--- src/rtl/gpio_in_cond.sv ---
// gpio_in_cond: pad input synchronizer, per-pin debounce filter and edge pulse generator
module gpio_in_cond #(
    parameter int NUM_PINS    = 8,
    parameter int SYNC_STAGES = 2,
    parameter int CNT_W       = 8,
    parameter int PRESC_W     = 16
) (
    input  logic                clk,
    input  logic                rst_n,
    input  logic [NUM_PINS-1:0] pin_i,
    input  logic [NUM_PINS-1:0] db_en_i,
    input  logic [CNT_W-1:0]    db_cnt_i,
    input  logic [PRESC_W-1:0]  presc_i,
    output logic [NUM_PINS-1:0] pin_o,
    output logic [NUM_PINS-1:0] rise_o,
    output logic [NUM_PINS-1:0] fall_o,
    output logic                tick_o
);
    logic [NUM_PINS-1:0] sync_q [SYNC_STAGES];
    logic [NUM_PINS-1:0] sync;
    logic [NUM_PINS-1:0] pin_nxt;
    logic [PRESC_W-1:0]  pcnt;
    logic                tick;
    logic [CNT_W-1:0]    thr_m1;
    logic [CNT_W-1:0]    cnt     [NUM_PINS];
    logic [CNT_W-1:0]    cnt_nxt [NUM_PINS];

    assign sync   = sync_q[SYNC_STAGES-1];
    // A threshold of 0 behaves like 1, so the accept compare is against thr-1 clamped at 0.
    assign thr_m1 = (db_cnt_i == '0) ? '0 : db_cnt_i - 1'b1;
    // Using >= lets a lowered divisor wrap immediately instead of counting through the range.
    assign tick   = pcnt >= presc_i;

    // Metastability chain on the raw pad inputs
    always_ff @(posedge clk) begin
        if (!rst_n) begin
            for (int i = 0; i < SYNC_STAGES; i++) sync_q[i] <= '0;
        end else begin
            sync_q[0] <= pin_i;
            for (int i = 1; i < SYNC_STAGES; i++) sync_q[i] <= sync_q[i-1];
        end
    end

    // Shared sample prescaler and its registered debug tick
    always_ff @(posedge clk) begin
        if (!rst_n) begin
            pcnt   <= '0;
            tick_o <= 1'b0;
        end else begin
            pcnt   <= tick ? '0 : pcnt + 1'b1;
            tick_o <= tick;
        end
    end

    // Per-pin bypass or debounce decision; any agreement between sync and pin_o clears the count
    always_comb begin
        pin_nxt = pin_o;
        for (int p = 0; p < NUM_PINS; p++) begin
            cnt_nxt[p] = '0;
            if (!db_en_i[p]) begin
                pin_nxt[p] = sync[p];
            end else if (sync[p] != pin_o[p]) begin
                if (!tick) begin
                    cnt_nxt[p] = cnt[p];
                end else if (cnt[p] >= thr_m1) begin
                    pin_nxt[p] = sync[p];
                end else begin
                    cnt_nxt[p] = cnt[p] + 1'b1;
                end
            end
        end
    end

    // Conditioned levels, debounce counters and edge pulses aligned with the new level
    always_ff @(posedge clk) begin
        if (!rst_n) begin
            pin_o  <= '0;
            rise_o <= '0;
            fall_o <= '0;
            for (int p = 0; p < NUM_PINS; p++) cnt[p] <= '0;
        end else begin
            pin_o  <= pin_nxt;
            rise_o <= pin_nxt & ~pin_o;
            fall_o <= ~pin_nxt & pin_o;
            for (int p = 0; p < NUM_PINS; p++) cnt[p] <= cnt_nxt[p];
        end
    end
endmodule

--- config.mk ---
export PLATFORM = sky130hd
export DESIGN_NAME = gpio_in_cond
export DESIGN_NICKNAME = d
export VERILOG_FILES = /design/src/rtl/gpio_in_cond.sv
export SDC_FILE = /design/constraint.sdc
export NUM_CORES = 1
export LEC_CHECK = 0
export CORE_UTILIZATION = 45
export CTS_BUF_LIST = sky130_fd_sc_hd__clkbuf_2
export DETAILED_ROUTE_END_ITERATION = 8
export PLACE_DENSITY = 0.7
export SETUP_SLACK_MARGIN = 0.02
export SKIP_CTS_REPAIR_TIMING = 1
export SKIP_LAST_GASP = 1
export SLEW_MARGIN = 25
export SYNTH_ARGS = -nofsm -noshare
export SYNTH_HDL_FRONTEND = slang
export SYNTH_SLANG_ARGS = --single-unit
--- constraint.sdc ---
create_clock -name clk -period 4.5 [get_ports clk]
set_input_delay 1.35 -clock clk [delete_from_list [all_inputs] [get_ports clk]]
set_output_delay 1.35 -clock clk [all_outputs]
set_load 0.01 [all_outputs]
==> flow_summary.ini, run 1 <==
[sta]
tightest_slew_ns = 0.902
setup_viol_count_final = 0
final_hold_viol_count = 0
period_share = 0.933
period_needed_ns = 4.20
max_freq_mhz = 238
finalMaxSlewViolations = 0
finClkSkew_ns = 0.0245
grt_setup_unrepaired = no
tns_ns = 0
whs_ns = 0.461
maxSlewHeadroom = 0.399

[drt]
routed_via_density = 5.48
ant_nets = 0
drt_first_pass_iters = 6
wl_mm = 16.5
num_vias = 5876
drt_iter0_markers = 383
drc = 0
wire_per_inst_um = 15.4

[min_path]
holdPathStages = 1
hold_path.class = flop to flop
min_from = sync_q[0][0]
hold_end = sync_q[0][8]

[critical_path]
max_stage_delay_ns = 0.54
end_kind = flop
reg2reg_to = cnt[1][7]
cp.arrival_ns = 4.85
r2r-start = pcnt[13]
slowest_stage = or4_1
critPathKind = primary input to flop
crit_chain = clkdlybuf4s50_1 > or4_1 > or3_1 > and2_1 > buf_12 > ha_1 > nand2b_1 > a2111oi_0 > o21bai_1 > a41oi_1 > o221ai_1 > buf_4 > a21oi_1
r2r_slack_ns = 1.67
reg2reg_depth = 8
startpoint_type = primary input
worstPathMaxFanout = 8
critical_path_required_ns = 5.15

[power_and_ir_drop]
p_leak_nw = 3.53
vdd_ir_drop_max_uv = 170
power.density_mw_per_mm2 = 256

[global_route]
grt_pass1_wl_mm = 27.9
grt_max_degree = 61
antenna_found_initial = 1
grt_usage = 0.222
grt-ovfl-total = 0
grt_pass1_vias = 5586

[yosys]
synth_fa_ha_area_frac = 0.163
async_flop_share = 0
synthSimpleGateAreaFrac = 0.223
synth_compound_area_frac = 0.150
synthCells = 766
synth_nets = 898
ys_top_cells_by_area = dfxtp_1 35%, ha_1 16%, xnor2_1 4.1%
synth_top_area_cell = dfxtp_1
synth.avg_cell_area_sq_um = 9.00
synthXorXnorAreaFrac = 0.0674
yosys_warnings = 0
ys.flop_type = dfxtp_1
synth_edf_count = 0
synth_area_sq_mm = 0.00689
ys_types = 48
synth_top_area_share = 0.352
synth-seq-cells = 121
ys_seq_area_frac = 0.352
synthMuxAreaShare = 0.0133
synth_top_family_by_area = simple AND/OR/NAND/NOR gates

[clocking]
cts_buffers = 17
insertion_delay_ns = 0.72
htreeDepth = 4
clockRootBuffer = clkbuf_2
cts_tree = built
clkTransAtPathRegs_ns = 0.20
cts.path.max_buffers = 2
clock_sinks = 121

[die]
core_sq_mm = 0.0148
die_h_um = 126
start_util = 0.467
ioPinCount = 67
die-area_sq_mm = 0.0158
rows = 44
dieWidth_um = 126

[place]
gp_congestion = 0.840
portBuffers = 66
hpwl_mm = 11.7

[cells_and_area]
syn2layout_area_growth_pct = 22.3
nets = 1006
layout-drive-gt1-share = 0.0992
fill_cells = 1356

[run_status]
outcome = finished clean

[job]
drv_cap = 0
power breakdown:
| group | internal (mW) | switching [mW] |
|---|---|---|
| clock | 0.378 | 0.467 |
| sequential | 1.08 | 0.00736 |
| combinational | 0.116 | 0.106 |
sequential cells by signal (all words and copies together), names as in the netlist:
signal	flops
sync_q	16
tick_o	1
pcnt	16
cnt	64
pin_o	8
fall_o	8
rise_o	8
worst max-delay path, delay by kind of cell:
family	cells	cell delay, ns
adders and majority gates	1	0.26
buffers and inverters	3	0.80
AOI/OAI and AO/OA	5	1.12
and+or+nand+nor	4	1.31
layout make-up:
| type | instances | area [sq um] | share of cell area |
|---|---|---|---|
| Antenna cell | 1 | 2.50 | 0.000297 |
| Clock buffer | 17 | 85.1 | 0.0101 |
| Clock inverter | 15 | 215 | 0.0255 |
| Inverter | 35 | 131 | 0.0156 |
| Multi-Input combinational cell | 589 | 4260 | 0.505 |
| Sequential cell | 121 | 2420 | 0.287 |
| Tap cell | 184 | 230 | 0.0273 |
| Timing Repair Buffer | 110 | 1090 | 0.129 |
Yosys cell counts (7+ instances only):
master / instances
a2111oi_0: 8
or4_1: 16
nand3b_1: 8
nor2_1: 60
and2_1: 19
xor2_1: 21
ha_1: 90
xnor2_1: 32
nand4_1: 11
a41oi_1: 8
nand2_1: 64
dfxtp_1: 121
o21a_1: 9
nand3_1: 36
nand2b_1: 11
clkbuf_1: 16
o21bai_1: 8
or3_1: 7
a21oi_1: 35
and4_1: 10
mux2i_1: 8
nor2b_1: 14
a21o_1: 8
o31ai_1: 24
o21ai_0: 18
a31oi_1: 17
and3_1: 21
o221ai_1: 7
inv_1: 35
cell families after synthesis:
group	Yosys count
AOI/OAI and AO/OA	149
xor gates and xnor gates	53
adders and majority gates	90
buffers and inverters	56
DFF	121
muxes	9
and+or+nand+nor	288
per-stage QoR:
step	setup WS, ns	std cells	cell area, sq um	total power, mW	util
floorplan	0.304	766	6890	1.22	-
global placement	-0.396	1039	8120	1.33	0.551
detailed placement	-0.422	1039	8120	1.33	0.551
finish	0.304	1072	8430	2.16	0.571
global route	0.0558	1072	8430	2.25	0.571
CTS	0.374	1071	8420	2.18	0.571
routing by layer:
| metal | GRT usage | part of all wire | vias up |
|---|---|---|---|
| met3 | 0.0484 | 0.064 | 21 |
| li1 | - | - | 3017 |
| met4 | 0.0737 | 0.016 | 0 |
| met5 | 0 | 0 | - |
| met2 | 0.329 | 0.43 | 146 |
| met1 | 0.318 | 0.50 | 2692 |
how the worst max path moves through the flow:
stage,from,to,slack [ns],cells after the start
after CTS,db_cnt_i[6],cnt[0][13],0.37,13
after global routing,db_cnt_i[6],cnt[0][31],0.06,13
after detailed placement,db_cnt_i[6],cnt[0][13],-0.42,13
after global placement,db_cnt_i[6],cnt[0][23],-0.40,13
final,db_cnt_i[6],cnt[0][17],0.30,13
after floorplan,db_cnt_i[6],cnt[0][1],0.30,10
placed cells by master, fill, tap and decap left out, types with 3 or more instances in the layout:
master           netlist  routed
mux2i_1                8       8
clkinvlp_4             0       3
inv_1                 35      35
xor2_1                21      21
buf_4                  0      36
a21oi_1               35      35
clkinv_4               0       3
a31oi_1               17      17
nand2b_1              11      11
o21a_1                 9       9
nand2_1               64      64
buf_12                 0       8
ha_1                  90      90
or4_1                 16      16
clkbuf_2               0      17
o21ai_0               18      18
and3_1                21      21
nor2_1                60      60
a21o_1                 8       8
o21bai_1               8       8
a2111oi_0              8       7
a41oi_1                8       8
nand3b_1               8       8
o31ai_1               24      24
or3_1                  7       7
o221ai_1               7       7
clkdlybuf4s50_1        0      65
inv_6                  0       4
nand4_1               11      11
bufinv_16              0       4
and2_1                19      19
nand3_1               36      36
dfxtp_1              121     121
and4_1                10      10
nor2b_1               14      14
xnor2_1               32      32
Power figures use the tool's default switching activity.
==> run 2: changes to the inputs <==
==> constraint.sdc (replaced) <==
create_clock -name clk -period 4.6 [get_ports clk]
set_input_delay 1.38 -clock clk [delete_from_list [all_inputs] [get_ports clk]]
set_output_delay 1.38 -clock clk [all_outputs]
set_load 0.01 [all_outputs]
==> flow_summary.ini, run 2 (same netlist as run 1, synthesis figures left out) <==
[global_route]
grt_usage = 0.214
antenna_found_initial = 1
grt_pass1_wl_mm = 26.9
grt_pass1_vias = 5392
grt_max_degree = 61
grt-ovfl-total = 0

[critical_path]
cp.arrival_ns = 4.88
r2r-start = pcnt[13]
r2r_slack_ns = 1.85
worstPathMaxFanout = 8
startpoint_type = primary input
crit_chain = clkdlybuf4s50_1 > or4_1 > or3_1 > and2_1 > buf_12 > ha_1 > nand2b_1 > a2111oi_0 > o21bai_1 > a41oi_1 > o221ai_1 > buf_4 > a21oi_1
critPathKind = primary input to flop
reg2reg_depth = 8
max_stage_delay_ns = 0.54
slowest_stage = or4_1
cp.buffers_inverters = 3
critical_path_required_ns = 5.23
reg2reg_to = cnt[1][5]
crit_family = simple AND/OR/NAND/NOR gates
end_kind = flop

[drt]
wl_mm = 16.4
wire_per_inst_um = 15.3
drt_first_pass_iters = 7
routed_via_density = 5.54
ant_nets = 0
num_vias = 5929
drt_iter0_markers = 398
drc = 0

[sta]
finClkSkew_ns = 0.0280
period_needed_ns = 4.24
grt_setup_unrepaired = no
tightest_slew_ns = 0.871
maxSlewHeadroom = 0.419
finalMaxSlewViolations = 0
setup_viol_count_final = 0
max_freq_mhz = 236
period_share = 0.923
final_hold_viol_count = 0
setup_ws_ns = 0.356

[cells_and_area]
largest_reg_flops = 64
fin_cells = 1071
regMostFlops = cnt
syn2layout_area_growth_pct = 21.2
largest_registers = cnt: 64 flops, pcnt: 16 flops, sync_q: 16 flops
mostFrequentLayoutCell = dfxtp_1
layout_common_cells = 121 x dfxtp_1, 90 x ha_1, 65 x clkdlybuf4s50_1
layout-drive-gt1-share = 0.0993
nets = 1005

[clocking]
insertion_delay_ns = 0.69
clkTransAtPathRegs_ns = 0.20
cts_tree = built
clock_sinks = 121
cts_buffers = 17
cts.path.max_buffers = 2
htreeDepth = 4
clockRootBuffer = clkbuf_2

[die]
rows = 44
die-area_sq_mm = 0.0158
ioPinCount = 67
dieWidth_um = 126
start_util = 0.467
core_sq_mm = 0.0148
die_h_um = 126

[power_and_ir_drop]
p_leak_nw = 3.51
p_clk_frac = 0.361
swShare = 0.282
vdd_ir_drop_max_uv = 216
power.density_mw_per_mm2 = 240
p_int_mw = 1.44
switching_power_mw = 0.566
seqPwrFrac = 0.533
pwr-share-comb = 0.106

[place]
portBuffers = 66
place_ws_ns = -0.376
hpwl_mm = 11.6
placed_cells_incl_taps = 1038
gp_congestion = 0.817

[min_path]
holdPathStages = 1
hold_end = sync_q[0][10]
min_from = sync_q[0][2]
hold_path.class = flop to flop

[job]
drv_cap = 0

[run_status]
outcome = finished clean
## run 2: per-layer routing
metal,global-route usage,vias up,share of wire
met4,0.0553,0,0.013
met1,0.312,2758,0.51
met5,0,-,0
met2,0.311,155,0.42
li1,-,2999,-
met3,0.0565,17,0.061
## run 2: cell type report
class	count	area [sq um]
antenna	1	2.50
clock buffer	18	90.1
clock inverter	14	164
fill	1329	6400
inverter	35	131
multi-input combinational	589	4260
sequential	121	2420
tap	184	230
timing repair buffer	109	1050
## run 2: worst max path at each step
stage	depth (start not counted)	slack (ns)	start	to
after floorplan	10	0.37	db_cnt_i[6]	cnt[0][1]
after global placement	12	-0.42	db_cnt_i[6]	cnt[1][5]
after detailed placement	13	-0.38	db_cnt_i[6]	cnt[0][22]
after CTS	13	0.38	db_cnt_i[6]	cnt[0][1]
after global routing	13	0.11	db_cnt_i[6]	cnt[0][9]
final	13	0.36	db_cnt_i[6]	cnt[0][22]
## run 2: worst reg2reg max path, stage by stage, from the launching register on
cell and delay (ns):
dfxtp_1 0.39, ha_1 0.32, nand4_2 0.12, or4_4 0.58, a221oi_4 0.27, nor3_4 0.09
buf_4 0.24, or4_1 0.53, a21oi_1 0.14
## run 2: power by group through the flow
stage / logic (mW) / registers (mW) / clock network, mW
after floorplan: 0.102 / 1.09 / 0
after CTS: 0.213 / 1.07 / 0.741
after detailed placement: 0.211 / 1.09 / 0
after global placement: 0.208 / 1.09 / 0
final: 0.213 / 1.07 / 0.723
after global routing: 0.236 / 1.07 / 0.797
## run 2: through the flow
stage	utilization	cell area [sq um]	total power, mW	hold WS [ns]	TNS [ns]
floorplan	-	6890	1.19	0.412	0
global placement	0.548	8090	1.30	0.413	-21.81
detailed placement	0.549	8100	1.30	0.418	-22.89
CTS	0.566	8350	2.02	0.459	0
global route	0.566	8350	2.10	0.481	0
finish	0.566	8350	2.00	0.459	0
==> run 3: changes to the inputs <==
--- a/config.mk
+++ b/config.mk
@@ -12,7 +12,7 @@
 export SETUP_SLACK_MARGIN = 0.02
 export SKIP_CTS_REPAIR_TIMING = 1
 export SKIP_LAST_GASP = 1
-export SLEW_MARGIN = 25
+export SLEW_MARGIN = 20
 export SYNTH_ARGS = -nofsm -noshare
 export SYNTH_HDL_FRONTEND = slang
 export SYNTH_SLANG_ARGS = --single-unit
==> results of run 3 <==
The final DEF is identical to that of run 2; final timing and power are the same.
==> patch 1, RTL diff (config.mk and constraints of run 3) <==
Set the parameter `CNT_W` to 12 (it was 8).
--- a/src/rtl/gpio_in_cond.sv
+++ b/src/rtl/gpio_in_cond.sv
@@ -4,3 +4,3 @@
     parameter int SYNC_STAGES = 2,
-    parameter int CNT_W       = 8,
+    parameter int CNT_W       = 12,
     parameter int PRESC_W     = 16
Ports: changed (resized db_cnt_i); port bits go from 67 to 71. No check against the original RTL was run, so the function may have changed too.
==> patch 1 against run 3 <==
The flow now finishes with violations (setup timing); sequential power rose by 26%; highest routed layer unchanged; setup slack got worse by 0.45 ns; final area rose by 38%; routed wire length rose by 45%; synthesized cell count rose by 38%; die area rose by 33%; sequential cell count rose by 32; power rose by 17%; synthesized area rose by 33%; global-route usage rose by 1.7 points.
==> patch 1: results (changes against run 3) <==
clocking:
  root_buffer: "clkbuf_2"
  clock_latency_ns: 0.79  # +0.10 ns
  cts_buffers: 17  # unchanged
  clockBufferDepth: 2  # unchanged
  clk_pin_slew_ns: 0.27  # +0.07 ns
  htreeDepth: 4  # unchanged
timing:
  tightest_slew_ns: 1.03  # +0.155 ns
  setup_viol: 22  # +22
  worst_slack_ns: -0.0972  # -0.453 ns
  tns_ns: -1.34  # -1.34 ns
  maxSlewViolCount: 0  # unchanged
  skew_ns: 0.0472  # +0.0192 ns
pwr:
  leakage_nw: 4.43  # +26%
  ir_drop_mv: 0.261  # +21%
setup_path:
  crit_fanout: 8  # unchanged
  crit_start: "db_cnt_i[4]"
  worstReg2RegEnd: "cnt[1][29]"
  slowest_stage: "or4_4"
  crit_path_end: "cnt[1][18]"
  cpPeakStageDelay_ns: 0.53
  r2r_cells: 10  # +2
  r2r_start: "pcnt[0]"
  reg2reg_slack_ns: 1.76  # -0.09 ns
grt:
  grtUsageTotal_pct: 23.1  # +1.7 points
  grt_pass1_vias: 7753  # +44%
  grt_start_max_net_pins: 61  # unchanged
  overflow: 0  # unchanged
  grt_pass1_wl_mm: 37.9  # +41%
  antenna_found_initial: 2  # +1
min_path:
  hold_path_class: "reg2reg"
synthesis:
  yosysWarnings: 0  # unchanged
  async_reset_ff_share_pct: 0  # unchanged
  synth_flop_cell: "dfxtp_1"
  synth_area_leaders: "dfxtp_1 33%, ha_1 17%, a21oi_1 5.2%"
  yosysSeqAreaShare_pct: 33.3  # -1.8 points
  syn_nets: 1225  # +36%
  synth_cells: 1056  # +38%
  synth_common_cells: "153 x dfxtp_1, 123 x ha_1, 95 x a21oi_1"
  ys_types: 48  # unchanged
detailed_routing:
  post_drt_wl_per_cell_um: 16.1  # +5.4%
  drt_iter0_drc: 470  # +18%
  vias_per_cell: 5.74  # +3.6%
  via_count: 8474  # +43%
  firstDrtPassIters: 4  # -3
finish:
  layout.nets: 1366  # +36%
  drive_gt1_share_pct: 15.6  # +5.7 points
  top_regs: "cnt: 96 flops, pcnt: 16 flops, sync_q: 16 flops"
place:
  place_congestion: 0.835  # +2.2%
  port_buffers: 70  # +6.1%
  hpwl_mm: 16.4  # +41%
status:
  violations: "setup timing"
  status: "finished with violations"
[patch 1: cell types whose count changed after synthesis, moves of 12 or more]
cell / change
a21o_1: +12
a21oi_1: +60
clkbuf_1: +16
dfxtp_1: +32
ha_1: +33
inv_1: +13
nand2_1: +26
nand4_1: +27
nor4bb_1: +16
o21ai_0: +12
or3_1: +15
or4_1: +19
[patch 1: report_power, final]
part	switching [W]	internal [W]
Clock	0.000541	0.000154
Sequential	0.00000995	0.00134
Combinational	0.000142	0.000159
Total	0.000694	0.00165
[patch 1: worst min path at each step]
stage            startpoint             to  cells past startpoint
2_1_floorplan  sync_q[0][2]  sync_q[0][10]                      1
3_3_place_gp   sync_q[0][0]   sync_q[0][8]                      1
6_report       sync_q[0][1]   sync_q[0][9]                      1
3_5_place_dp   sync_q[0][2]  sync_q[0][10]                      1
4_1_cts        sync_q[0][1]   sync_q[0][9]                      1
5_1_grt        sync_q[0][1]   sync_q[0][9]                      1
[patch 1: cells by family (layout without fill, tap and decap cells)]
family / after synthesis / in the layout / synth area share (%)
adder cells (fa/ha/maj): 123 / 123 / 16.7
multiplexers: 8 / 8 / 0.871
buffers and inverters: 87 / 241 / 3.70
AND/OR/NAND/NOR: 382 / 382 / 23.1
other: 0 / 2 / 0
flip-flops: 153 / 153 / 33.3
AO/OA/AOI/OAI: 242 / 242 / 16.4
XOR/XNOR: 61 / 61 / 5.81
[patch 1: layout make-up]
type | count | area, µm²
multi-input cells | 816 | 6230
clock buffers | 17 | 85.1
clock inverters | 15 | 115
inverters | 48 | 180
flip-flops and latches | 153 | 3060
well taps | 265 | 332
repair buffers | 161 | 1500
diodes | 2 | 5.00
fillers | 1742 | 8210
[patch 1: per-stage QoR]
step / instance area (µm²) / setup WS [ns] / power [W] / hold slack, ns / util, %
2_1_floorplan: 9330 / -0.458 / 0.00151 / 0.412 / -
3_3_place_gp: 10800 / -1.15 / 0.00164 / 0.413 / 55.0
3_5_place_dp: 10800 / -1.21 / 0.00165 / 0.418 / 55.0
4_1_cts: 11000 / -0.393 / 0.00234 / 0.442 / 56.0
5_1_grt: 11500 / -0.144 / 0.00245 / 0.462 / 58.4
6_report: 11500 / -0.0972 / 0.00235 / 0.437 / 58.4
[patch 1: critical path: cells and delay by family]
kind,cells,cell delay (ns)
AOI/OAI and AO/OA,4,0.66
adders and majority gates,1,0.22
buffers and inverters,5,0.73
and+or+nand+nor,7,2.43
[patch 1: metal layers]
metal  part of all wire, %  up-vias  track usage, %  routed length (µm)
met4                   1.1        0            6.32                 268
li1                      -     4223               -                   -
met1                    48     4012            31.2               11400
met3                   6.0       23            5.69                1430
met2                    45      216            36.6               10700
met5                     0        -               0                   0
==> patch 2, RTL diff (settings of run 3) <==
Made on the original files. Make the reset (`rst_n`) asynchronous in 3 clocked blocks.
--- a/src/rtl/gpio_in_cond.sv
+++ b/src/rtl/gpio_in_cond.sv
@@ -34,3 +34,3 @@
     // Metastability chain on the raw pad inputs
-    always_ff @(posedge clk) begin
+    always_ff @(posedge clk or negedge rst_n) begin
         if (!rst_n) begin
@@ -44,3 +44,3 @@
     // Shared sample prescaler and its registered debug tick
-    always_ff @(posedge clk) begin
+    always_ff @(posedge clk or negedge rst_n) begin
         if (!rst_n) begin
@@ -74,3 +74,3 @@
     // Conditioned levels, debounce counters and edge pulses aligned with the new level
-    always_ff @(posedge clk) begin
+    always_ff @(posedge clk or negedge rst_n) begin
         if (!rst_n) begin
Check against the original RTL: differs if rst_n is asserted again (counterexample within 4 cycles, from zero or initial values and one cycle with rst_n low); with rst_n held inactive, the same outputs for 4 cycles.
==> patch 2 against run 3 <==
Synthesized cell count grew 2.6%; routed wire length is 2.1% higher; setup slack improved by 0.18 ns; sequential cell count did not move; synthesized area up 8.5%; die area grew 8.4%; final area increased by 9.2%.
Power is not compared: it rests on default switching activity, and its combinational part moved more than twofold at a synthesized area within 25%.
==> patch 2: results (changes against run 3) <==
synthesis:
  yosysSeqAreaShare_pct: 40.5  # +5.3 points
  ys_types: 46  # -4.2%
  syn_nets: 918  # +2.2%
  syn_area_mm2: 0.00748  # +8.5%
  async_reset_ff_share_pct: 100  # +100 points
  synth_common_cells: "121 x dfrtp_1, 90 x ha_1, 71 x nand3_1"
  synth_flop_cell: "dfrtp_1"
min_path:
  holdPathStages: 0  # -1
  hp-start: "sync_q[11]"
place:
  place_congestion: 0.825  # +1.1%
  hpwl_mm: 12.4  # +6.9%
  preCtsSetupSlack_ns: -0.165  # +0.211 ns
  dpl_cell_area_mm2: 0.00882  # +9.0%
setup_path:
  slowest_stage: "a2111oi_0"
  path_delay_family: "compound AO/OA/AOI/OAI gates"
  cpPeakStageDelay_ns: 0.58  # +0.04 ns
  r2r_cells: 9  # +1
grt:
  grt_pass1_vias: 6013  # +12%
  grtUsageTotal_pct: 21.5  # +0.031 points
  grt_pass1_wl_mm: 28.5  # +5.8%
detailed_routing:
  drt_iter0_drc: 504  # +27%
  post_drt_wl_per_cell_um: 14.4  # -5.5%
  firstDrtPassIters: 5  # -2
  vias_per_cell: 5.40  # -2.5%
status:
  status: "completed"
finish:
  drive_gt1_share_pct: 12.6  # +2.6 points
  top_regs: "cnt: 64 flops, pcnt: 16 flops"
clocking:
  clock_latency_ns: 0.71  # +0.02 ns
timing:
  skew_ns: 0.0339  # +0.00595 ns
[patch 2: worst paths after layout]
path	end	slack [ns]
max	cnt[34]	0.54
min	sync[3]	0.38
max reg2reg	pin_o[1]	1.83
min reg2reg	sync[3]	0.38
max in group asynchronous	pcnt[5]	3.14
min in group asynchronous	cnt[24]	0.60
[patch 2: through the flow]
| stage | TNS (ns) | util [%] |
|---|---|---|
| after floorplan | 0 | - |
| after global placement | 0 | 54.9 |
| after detailed placement | -0.475 | 54.9 |
| after CTS | 0 | 56.7 |
| after global routing | 0 | 56.8 |
| final | 0 | 56.8 |
[patch 2: logic make-up (layout without fill, tap and decap cells)]
kind of cell    Yosys count  in the layout  share of synthesized area (%)
simple gates            303            303                           21.0
compound gates          190            190                           16.1
flops                   121            121                           40.5
fa+ha+maj                90             90                           15.1
buf+inv                  49            202                           3.25
xor+xnor                 23             23                           2.69
mux                      10             10                           1.47
other cells               0              2                              0
[patch 2: area by class of cell]
cell class,count,area (µm²),share of cell area (%)
multi-input cells,616,4210,46.1
flip-flops and latches,121,3030,33.2
inverters,36,138,1.51
clock buffers,18,90.1,0.988
clock inverters,14,199,2.18
well taps,216,270,2.96
diodes,2,5.00,0.0549
repair buffers,134,1180,13.0
[patch 2: power groups by stage]
stage	clock network, W	logic [W]	registers, W
after floorplan	0	0.000383	0.00121
after global placement	0	0.000608	0.00122
after detailed placement	0	0.000626	0.00122
after CTS	0.000820	0.000630	0.00120
after global routing	0.000861	0.000700	0.00121
final	0.000796	0.000624	0.00120
[patch 2: routing by layer]
layer	track usage (%)	share of wire (%)	routed length (µm)
met1	28.7	48	8100
met4	9.26	2.1	359
met2	33.7	45	7480
met5	0	0	0
met3	4.48	4.6	774
